--- config.mk ---
export PLATFORM = sky130hd
export DESIGN_NAME = id_ex_stage
export DESIGN_NICKNAME = d
export VERILOG_FILES = /design/src/rtl/cpu_pkg.sv /design/src/rtl/id_ex_stage_hazard_detect.sv /design/src/rtl/id_ex_stage.sv
export SDC_FILE = /design/constraint.sdc
export NUM_CORES = 1
export LEC_CHECK = 0
export ABC_AREA = 1
export ABC_CLOCK_PERIOD_IN_PS = 5960
export BUFFER_PORTS_ARGS = -buffer_cell sky130_fd_sc_hd__buf_2
export CAP_MARGIN = 20
export CORE_ASPECT_RATIO = 0.7
export CORE_MARGIN = 4
export CORE_UTILIZATION = 42
export CTS_CLUSTER_DIAMETER = 50
export DETAILED_ROUTE_END_ITERATION = 10
export PLACE_DENSITY = 0.84
export SYNTH_ARGS = -nofsm -noshare
export SYNTH_HDL_FRONTEND = slang
export SYNTH_SLANG_ARGS = --single-unit
--- constraint.sdc ---
create_clock -name clk -period 5.96 [get_ports clk]
set_clock_uncertainty 0.05 [all_clocks]
set_input_delay 0.298 -clock clk [delete_from_list [all_inputs] [get_ports clk]]
set_output_delay 0.298 -clock clk [all_outputs]
set_load 0.005 [all_outputs]
--- src/rtl/cpu_pkg.sv ---
// Shared definitions for the MIPS core pipeline: control-bundle layout,
// register-destination encodings and the NOP bundle.
package cpu_pkg;

    localparam int CTRL_W = 14;

    // Control bundle field positions, MSB first.
    localparam int CTRL_BRANCH      = 13;
    localparam int CTRL_REGWRITE    = 12;
    localparam int CTRL_REGDST_HI   = 11;
    localparam int CTRL_REGDST_LO   = 10;
    localparam int CTRL_MEMREAD     = 9;
    localparam int CTRL_MEMWRITE    = 8;
    localparam int CTRL_MEMTOREG_HI = 7;
    localparam int CTRL_MEMTOREG_LO = 6;
    localparam int CTRL_ALUSRC1     = 5;
    localparam int CTRL_ALUSRC2     = 4;
    localparam int CTRL_ALUOP_HI    = 3;
    localparam int CTRL_ALUOP_LO    = 0;

    localparam logic [1:0] REGDST_RT   = 2'b00;
    localparam logic [1:0] REGDST_RD   = 2'b01;
    localparam logic [1:0] REGDST_LINK = 2'b10;
    localparam logic [1:0] REGDST_ZERO = 2'b11;

    localparam int LINK_REG = 31;

    localparam logic [CTRL_W-1:0] CTRL_NOP = '0;

    function automatic logic [1:0] ctrl_regdst(input logic [CTRL_W-1:0] c);
        return c[CTRL_REGDST_HI:CTRL_REGDST_LO];
    endfunction

endpackage

--- src/rtl/id_ex_stage_hazard_detect.sv ---
// Combinational load-use hazard detector: compares the ID instruction's
// source registers against a load currently sitting in EX.
module hazard_detect
    import cpu_pkg::*;
#(
    parameter int RAW = 5
) (
    input  logic              i_ex_valid,
    input  logic [CTRL_W-1:0] i_ex_ctrl,
    input  logic [RAW-1:0]    i_ex_rt,
    input  logic              i_id_valid,
    input  logic [CTRL_W-1:0] i_id_ctrl,
    input  logic [RAW-1:0]    i_id_rs,
    input  logic [RAW-1:0]    i_id_rt,
    input  logic              i_ex_flush,
    output logic              o_load_use_stall
);

    logic w_uses_rs;
    logic w_uses_rt;
    logic w_ex_is_load;
    logic w_rs_hit;
    logic w_rt_hit;

    assign w_uses_rs = ~i_id_ctrl[CTRL_ALUSRC1];
    // Stores read rt as the data to write even when the ALU takes the immediate.
    assign w_uses_rt = ~i_id_ctrl[CTRL_ALUSRC2] | i_id_ctrl[CTRL_MEMWRITE];

    assign w_ex_is_load = i_ex_valid & i_ex_ctrl[CTRL_MEMREAD] & (i_ex_rt != '0);
    assign w_rs_hit     = w_uses_rs & (i_id_rs == i_ex_rt);
    assign w_rt_hit     = w_uses_rt & (i_id_rt == i_ex_rt);

    assign o_load_use_stall = w_ex_is_load & i_id_valid & (w_rs_hit | w_rt_hit) & ~i_ex_flush;

endmodule

--- src/rtl/id_ex_stage.sv ---
// ID/EX pipeline register of the 5-stage MIPS core with load-use bubble
// insertion, flush handling and a saturating stall-event counter.
module id_ex_stage
    import cpu_pkg::*;
#(
    parameter int DW    = 32,
    parameter int RAW   = 5,
    parameter int CNT_W = 16
) (
    input  logic              clk,
    input  logic              reset,
    input  logic              id_valid,
    input  logic [CTRL_W-1:0] id_ctrl,
    input  logic [DW-1:0]     id_pc_plus4,
    input  logic [DW-1:0]     id_rs_data,
    input  logic [DW-1:0]     id_rt_data,
    input  logic [DW-1:0]     id_imm,
    input  logic [4:0]        id_shamt,
    input  logic [RAW-1:0]    id_rs,
    input  logic [RAW-1:0]    id_rt,
    input  logic [RAW-1:0]    id_rd,
    input  logic [5:0]        id_funct,
    input  logic              ex_flush,
    output logic              load_use_stall,
    output logic              ex_valid,
    output logic [CTRL_W-1:0] ex_ctrl,
    output logic [DW-1:0]     ex_pc_plus4,
    output logic [DW-1:0]     ex_rs_data,
    output logic [DW-1:0]     ex_rt_data,
    output logic [DW-1:0]     ex_imm,
    output logic [4:0]        ex_shamt,
    output logic [RAW-1:0]    ex_rs,
    output logic [RAW-1:0]    ex_rt,
    output logic [RAW-1:0]    ex_dst,
    output logic [5:0]        ex_funct,
    output logic [CNT_W-1:0]  stall_count
);

    logic              r_valid;
    logic [CTRL_W-1:0] r_ctrl;
    logic [DW-1:0]     r_pc_plus4;
    logic [DW-1:0]     r_rs_data;
    logic [DW-1:0]     r_rt_data;
    logic [DW-1:0]     r_imm;
    logic [4:0]        r_shamt;
    logic [RAW-1:0]    r_rs;
    logic [RAW-1:0]    r_rt;
    logic [RAW-1:0]    r_dst;
    logic [5:0]        r_funct;
    logic [CNT_W-1:0]  r_stall_count;

    logic              w_stall;
    logic              w_kill;
    logic [RAW-1:0]    w_dst;

    hazard_detect #(
        .RAW (RAW)
    ) u_hazard_detect (
        .i_ex_valid       (r_valid),
        .i_ex_ctrl        (r_ctrl),
        .i_ex_rt          (r_rt),
        .i_id_valid       (id_valid),
        .i_id_ctrl        (id_ctrl),
        .i_id_rs          (id_rs),
        .i_id_rt          (id_rt),
        .i_ex_flush       (ex_flush),
        .o_load_use_stall (w_stall)
    );

    // Flush and load-use bubble both turn the next EX slot into a NOP.
    assign w_kill = ex_flush | w_stall;

    always_comb begin
        w_dst = '0;
        case (ctrl_regdst(id_ctrl))
            REGDST_RT:   w_dst = id_rt;
            REGDST_RD:   w_dst = id_rd;
            REGDST_LINK: w_dst = RAW'(LINK_REG);
            default:     w_dst = '0;
        endcase
        if (!id_ctrl[CTRL_REGWRITE]) begin
            w_dst = '0;
        end
    end

    always_ff @(posedge clk or posedge reset) begin
        if (reset) begin
            r_valid    <= 1'b0;
            r_ctrl     <= CTRL_NOP;
            r_pc_plus4 <= '0;
            r_rs_data  <= '0;
            r_rt_data  <= '0;
            r_imm      <= '0;
            r_shamt    <= '0;
            r_rs       <= '0;
            r_rt       <= '0;
            r_dst      <= '0;
            r_funct    <= '0;
        end else if (w_kill) begin
            r_valid    <= 1'b0;
            r_ctrl     <= CTRL_NOP;
            r_pc_plus4 <= '0;
            r_rs_data  <= '0;
            r_rt_data  <= '0;
            r_imm      <= '0;
            r_shamt    <= '0;
            r_rs       <= '0;
            r_rt       <= '0;
            r_dst      <= '0;
            r_funct    <= '0;
        end else begin
            r_valid    <= id_valid;
            r_ctrl     <= id_valid ? id_ctrl : CTRL_NOP;
            r_pc_plus4 <= id_pc_plus4;
            r_rs_data  <= id_rs_data;
            r_rt_data  <= id_rt_data;
            r_imm      <= id_imm;
            r_shamt    <= id_shamt;
            r_rs       <= id_rs;
            r_rt       <= id_rt;
            r_dst      <= id_valid ? w_dst : '0;
            r_funct    <= id_funct;
        end
    end

    always_ff @(posedge clk or posedge reset) begin
        if (reset) begin
            r_stall_count <= '0;
        end else if (w_stall && (r_stall_count != {CNT_W{1'b1}})) begin
            r_stall_count <= r_stall_count + 1'b1;
        end
    end

    assign load_use_stall = w_stall;
    assign ex_valid       = r_valid;
    assign ex_ctrl        = r_ctrl;
    assign ex_pc_plus4    = r_pc_plus4;
    assign ex_rs_data     = r_rs_data;
    assign ex_rt_data     = r_rt_data;
    assign ex_imm         = r_imm;
    assign ex_shamt       = r_shamt;
    assign ex_rs          = r_rs;
    assign ex_rt          = r_rt;
    assign ex_dst         = r_dst;
    assign ex_funct       = r_funct;
    assign stall_count    = r_stall_count;

endmodule

==> impl_metrics.json <==
{
  "status": "finished, violations left",
  "violations": "negative hold slack",
  "grt_pass1_wl_um": 28200,
  "pin_count": 358,
  "ff2ff_path_depth": 9,
  "grt_antenna_before_repair": 1,
  "total_power_uw": 2670,
  "fin_area_sq_um": 9400,
  "grt_max_degree": 170,
  "r2r-end": "ex_pc_plus4[22]",
  "yosysSeqAreaShare": 0.674,
  "syn2layout_area_growth_pct": 36.8,
  "clock_path_buffers": 2,
  "ir_drop_uv": 178,
  "synth_top_area_frac": 0.674,
  "wl_um": 18600,
  "synth_warnings": 0,
  "wl_met2_um": 9750,
  "synth_top_cells_by_area": "dfrtp_1 (67%), nor2_1 (9.7%), inv_1 (9.2%)",
  "grtUsageTotal": 0.197,
  "clkTransAtPathRegs_ns": 0.07,
  "async_flop_share": 1.00,
  "avgViaCountPerCell": 4.26,
  "critPathRequiredTime_ns": 6.16,
  "ys_ff_latch": 185,
  "tritoncts": "done",
  "post_cts_buffers": 0,
  "gp_congestion": 0.859,
  "numCtsBuffers": 17,
  "finalSetupViolCount": 0,
  "rows": 38,
  "path_max_fanout": 169,
  "dr.pass1.iters": 7,
  "finalHoldViolCount": 1,
  "clock_power_share": 0.414,
  "syn_inst": 725,
  "cts-root-buf": "clkbuf_16",
  "p_comb_frac": 0.090,
  "nNetsFinal": 1254,
  "ys_types": 21,
  "hold_buffers": 0,
  "hold_slack_ns": -0.0116,
  "layout-drive-gt1-share": 0.367,
  "intPower_uw": 2010,
  "hpwl_um": 14000,
  "topRoutingLayerUsed": "met4",
  "synth_edf_count": 0,
  "clock.fmax_mhz": 434,
  "worst-endpoint-arrival_ns": 2.50,
  "met1_length_um": 7070,
  "cts.sinks": 185,
  "p_seq_frac": 0.497,
  "period_needed_ns": 2.30,
  "crit_type": "register to register",
  "setup_tns_ns": 0,
  "cellPowerDensity_nw_per_um2": 285,
  "yosysTopAreaCell": "dfrtp_1",
  "p_sw_uw": 664,
  "crit_path_start_kind": "register",
  "numPortBuffers": 357,
  "fin_crit_sh": 0.387,
  "wire_per_inst_um": 14.1,
  "vias": 5588,
  "drt_iter0_markers": 347,
  "die-area_sq_um": 18500,
  "maxCapViolations": 0,
  "core_area_sq_um": 15700,
  "synth_common_cells": "dfrtp_1 (185), nor2_1 (178), inv_1 (169), nand2_1 (108), nor3_1 (15)",
  "rrSetupSlack_ns": 3.66,
  "hp-class": "input pin to async pin",
  "ant_nets": 0,
  "start_util": 0.436,
  "max_slew_margin": 0.291,
  "final_max_slew_viol_count": 0,
  "syn_area_sq_um": 6870,
  "switching_share": 0.248,
  "yosysMostFrequentCell": "dfrtp_1",
  "overflow": 0,
  "first_global_vias": 5614,
  "cts.repair.resized": 0,
  "dpl-instance-area_sq_um": 8810,
  "worst_pin_slew_ns": 1.06,
  "routed-wl-met3_um": 1540,
  "synthesis.nets": 898,
  "rsz0062_at_grt": "false",
  "dominantRegCellSynth": "dfrtp_1",
  "syn_avg_cell_area_sq_um": 9.47,
  "drc_errors": 0,
  "fp.dieW_um": 161,
  "htree_levels": 4,
  "p_leak_uw": 0.00587,
  "r2r-start": "ex_rt[4]",
  "die_y_um": 115,
  "clk_latency_ns": 0.43,
  "end_kind": "register"
}
-- kinds of logic (layout without fill, tap and decap cells) --
| logic type | after synthesis | in the layout | synth area share |
|---|---|---|---|
| AND/OR/NAND/NOR | 323 | 323 | 0.186 |
| adder cells (fa/ha/maj) | 1 | 1 | 0.00182 |
| flip-flops | 185 | 185 | 0.674 |
| AO/OA/AOI/OAI | 7 | 7 | 0.00546 |
| other | 0 | 1 | 0 |
| buffers and inverters | 197 | 564 | 0.117 |
| XOR/XNOR | 12 | 12 | 0.0153 |
-- metrics by stage --
step           utilization  instances  worst slack [ns]
2_1_floorplan            -        725             0.583
6_report             0.597       1313              3.66
5_1_grt              0.597       1313              3.49
3_3_place_gp         0.560       1282              3.78
4_1_cts              0.597       1312              3.67
3_5_place_dp         0.560       1282              3.73
-- registers in the layout (all words and copies together) (netlist names) --
| signal | flops |
|---|---|
| ex_rt_data | 32 |
| stall_count | 16 |
| ex_pc_plus4 | 32 |
| ex_rs_data | 32 |
| ex_funct | 6 |
| ex_imm | 32 |
| ex_rs | 5 |
| ex_valid | 1 |
| ex_shamt | 5 |
| ex_dst | 5 |
| ex_ctrl | 14 |
| ex_rt | 5 |
-- worst max path at each step --
stage / end / depth (start not counted) / startpoint / slack [ns]
after global placement: ex_pc_plus4[13] / 7 / id_valid / 3.78
after detailed placement: ex_pc_plus4[22] / 9 / ex_rt[4] / 3.73
final: ex_pc_plus4[22] / 9 / ex_rt[4] / 3.66
after CTS: load_use_stall / 9 / ex_rt[4] / 3.67
after floorplan: ex_ctrl[0] / 1 / reset / 0.58
after global routing: ex_pc_plus4[22] / 9 / ex_rt[4] / 3.49
-- final cells by class --
cell class	instances	area, sq um
Inverter	176	668
Clock inverter	13	154
Multi-Input combinational cell	343	1450
Clock buffer	17	425
Timing Repair Buffer	358	1790
Fill cell	1355	6340
Antenna cell	1	2.50
Tap cell	220	275
Sequential cell	185	4630
-- per-layer routing --
layer  vias up  global-route usage
li1       2764                   -
met1      2588               0.223
met2       218               0.357
met3        18              0.0735
met4         0              0.0483
met5         -                   0
-- worst max-delay path, cell delays in order, from the launching register on --
cell and delay [ns]:
dfrtp_1 0.44, inv_2 0.05, nand2_1 0.06, nand2_1 0.06, nor2_1 0.11, nand3_1 0.10, nand2_2 0.12, nand2_1 0.15
nand2_8 0.62, nor2_1 0.14
-- power by group through the flow --
| stage | sequential, uW | clock (uW) | combinational, uW |
|---|---|---|---|
| global placement | 1350 | 0 | 236 |
| CTS | 1330 | 1130 | 245 |
| finish | 1330 | 1110 | 240 |
| global route | 1330 | 1190 | 272 |
| detailed placement | 1350 | 0 | 244 |
| floorplan | 1360 | 0 | 95.2 |
-- placed cells by master, fill, tap and decap left out --
| master | count |
|---|---|
| a21oi_1 | 1 |
| dfrtp_1 | 185 |
| inv_6 | 2 |
| xnor2_1 | 2 |
| nor3_1 | 15 |
| clkbuf_16 | 17 |
| inv_1 | 168 |
| o21ai_0 | 5 |
| diode_2 | 1 |
| nand2_1 | 108 |
| ha_1 | 1 |
| nand4_1 | 6 |
| inv_2 | 7 |
| buf_4 | 1 |
| nand2_2 | 1 |
| nand3_1 | 11 |
| clkinvlp_4 | 1 |
| bufinv_16 | 1 |
| nand4_2 | 1 |
| o21bai_1 | 1 |
| xor2_1 | 10 |
| buf_2 | 357 |
| nand2_8 | 1 |
| clkinv_8 | 1 |
| inv_8 | 6 |
| nor2_2 | 2 |
| nor2_1 | 178 |
| clkinv_4 | 3 |
No activity file was read; power rests on OpenSTA's default activity.
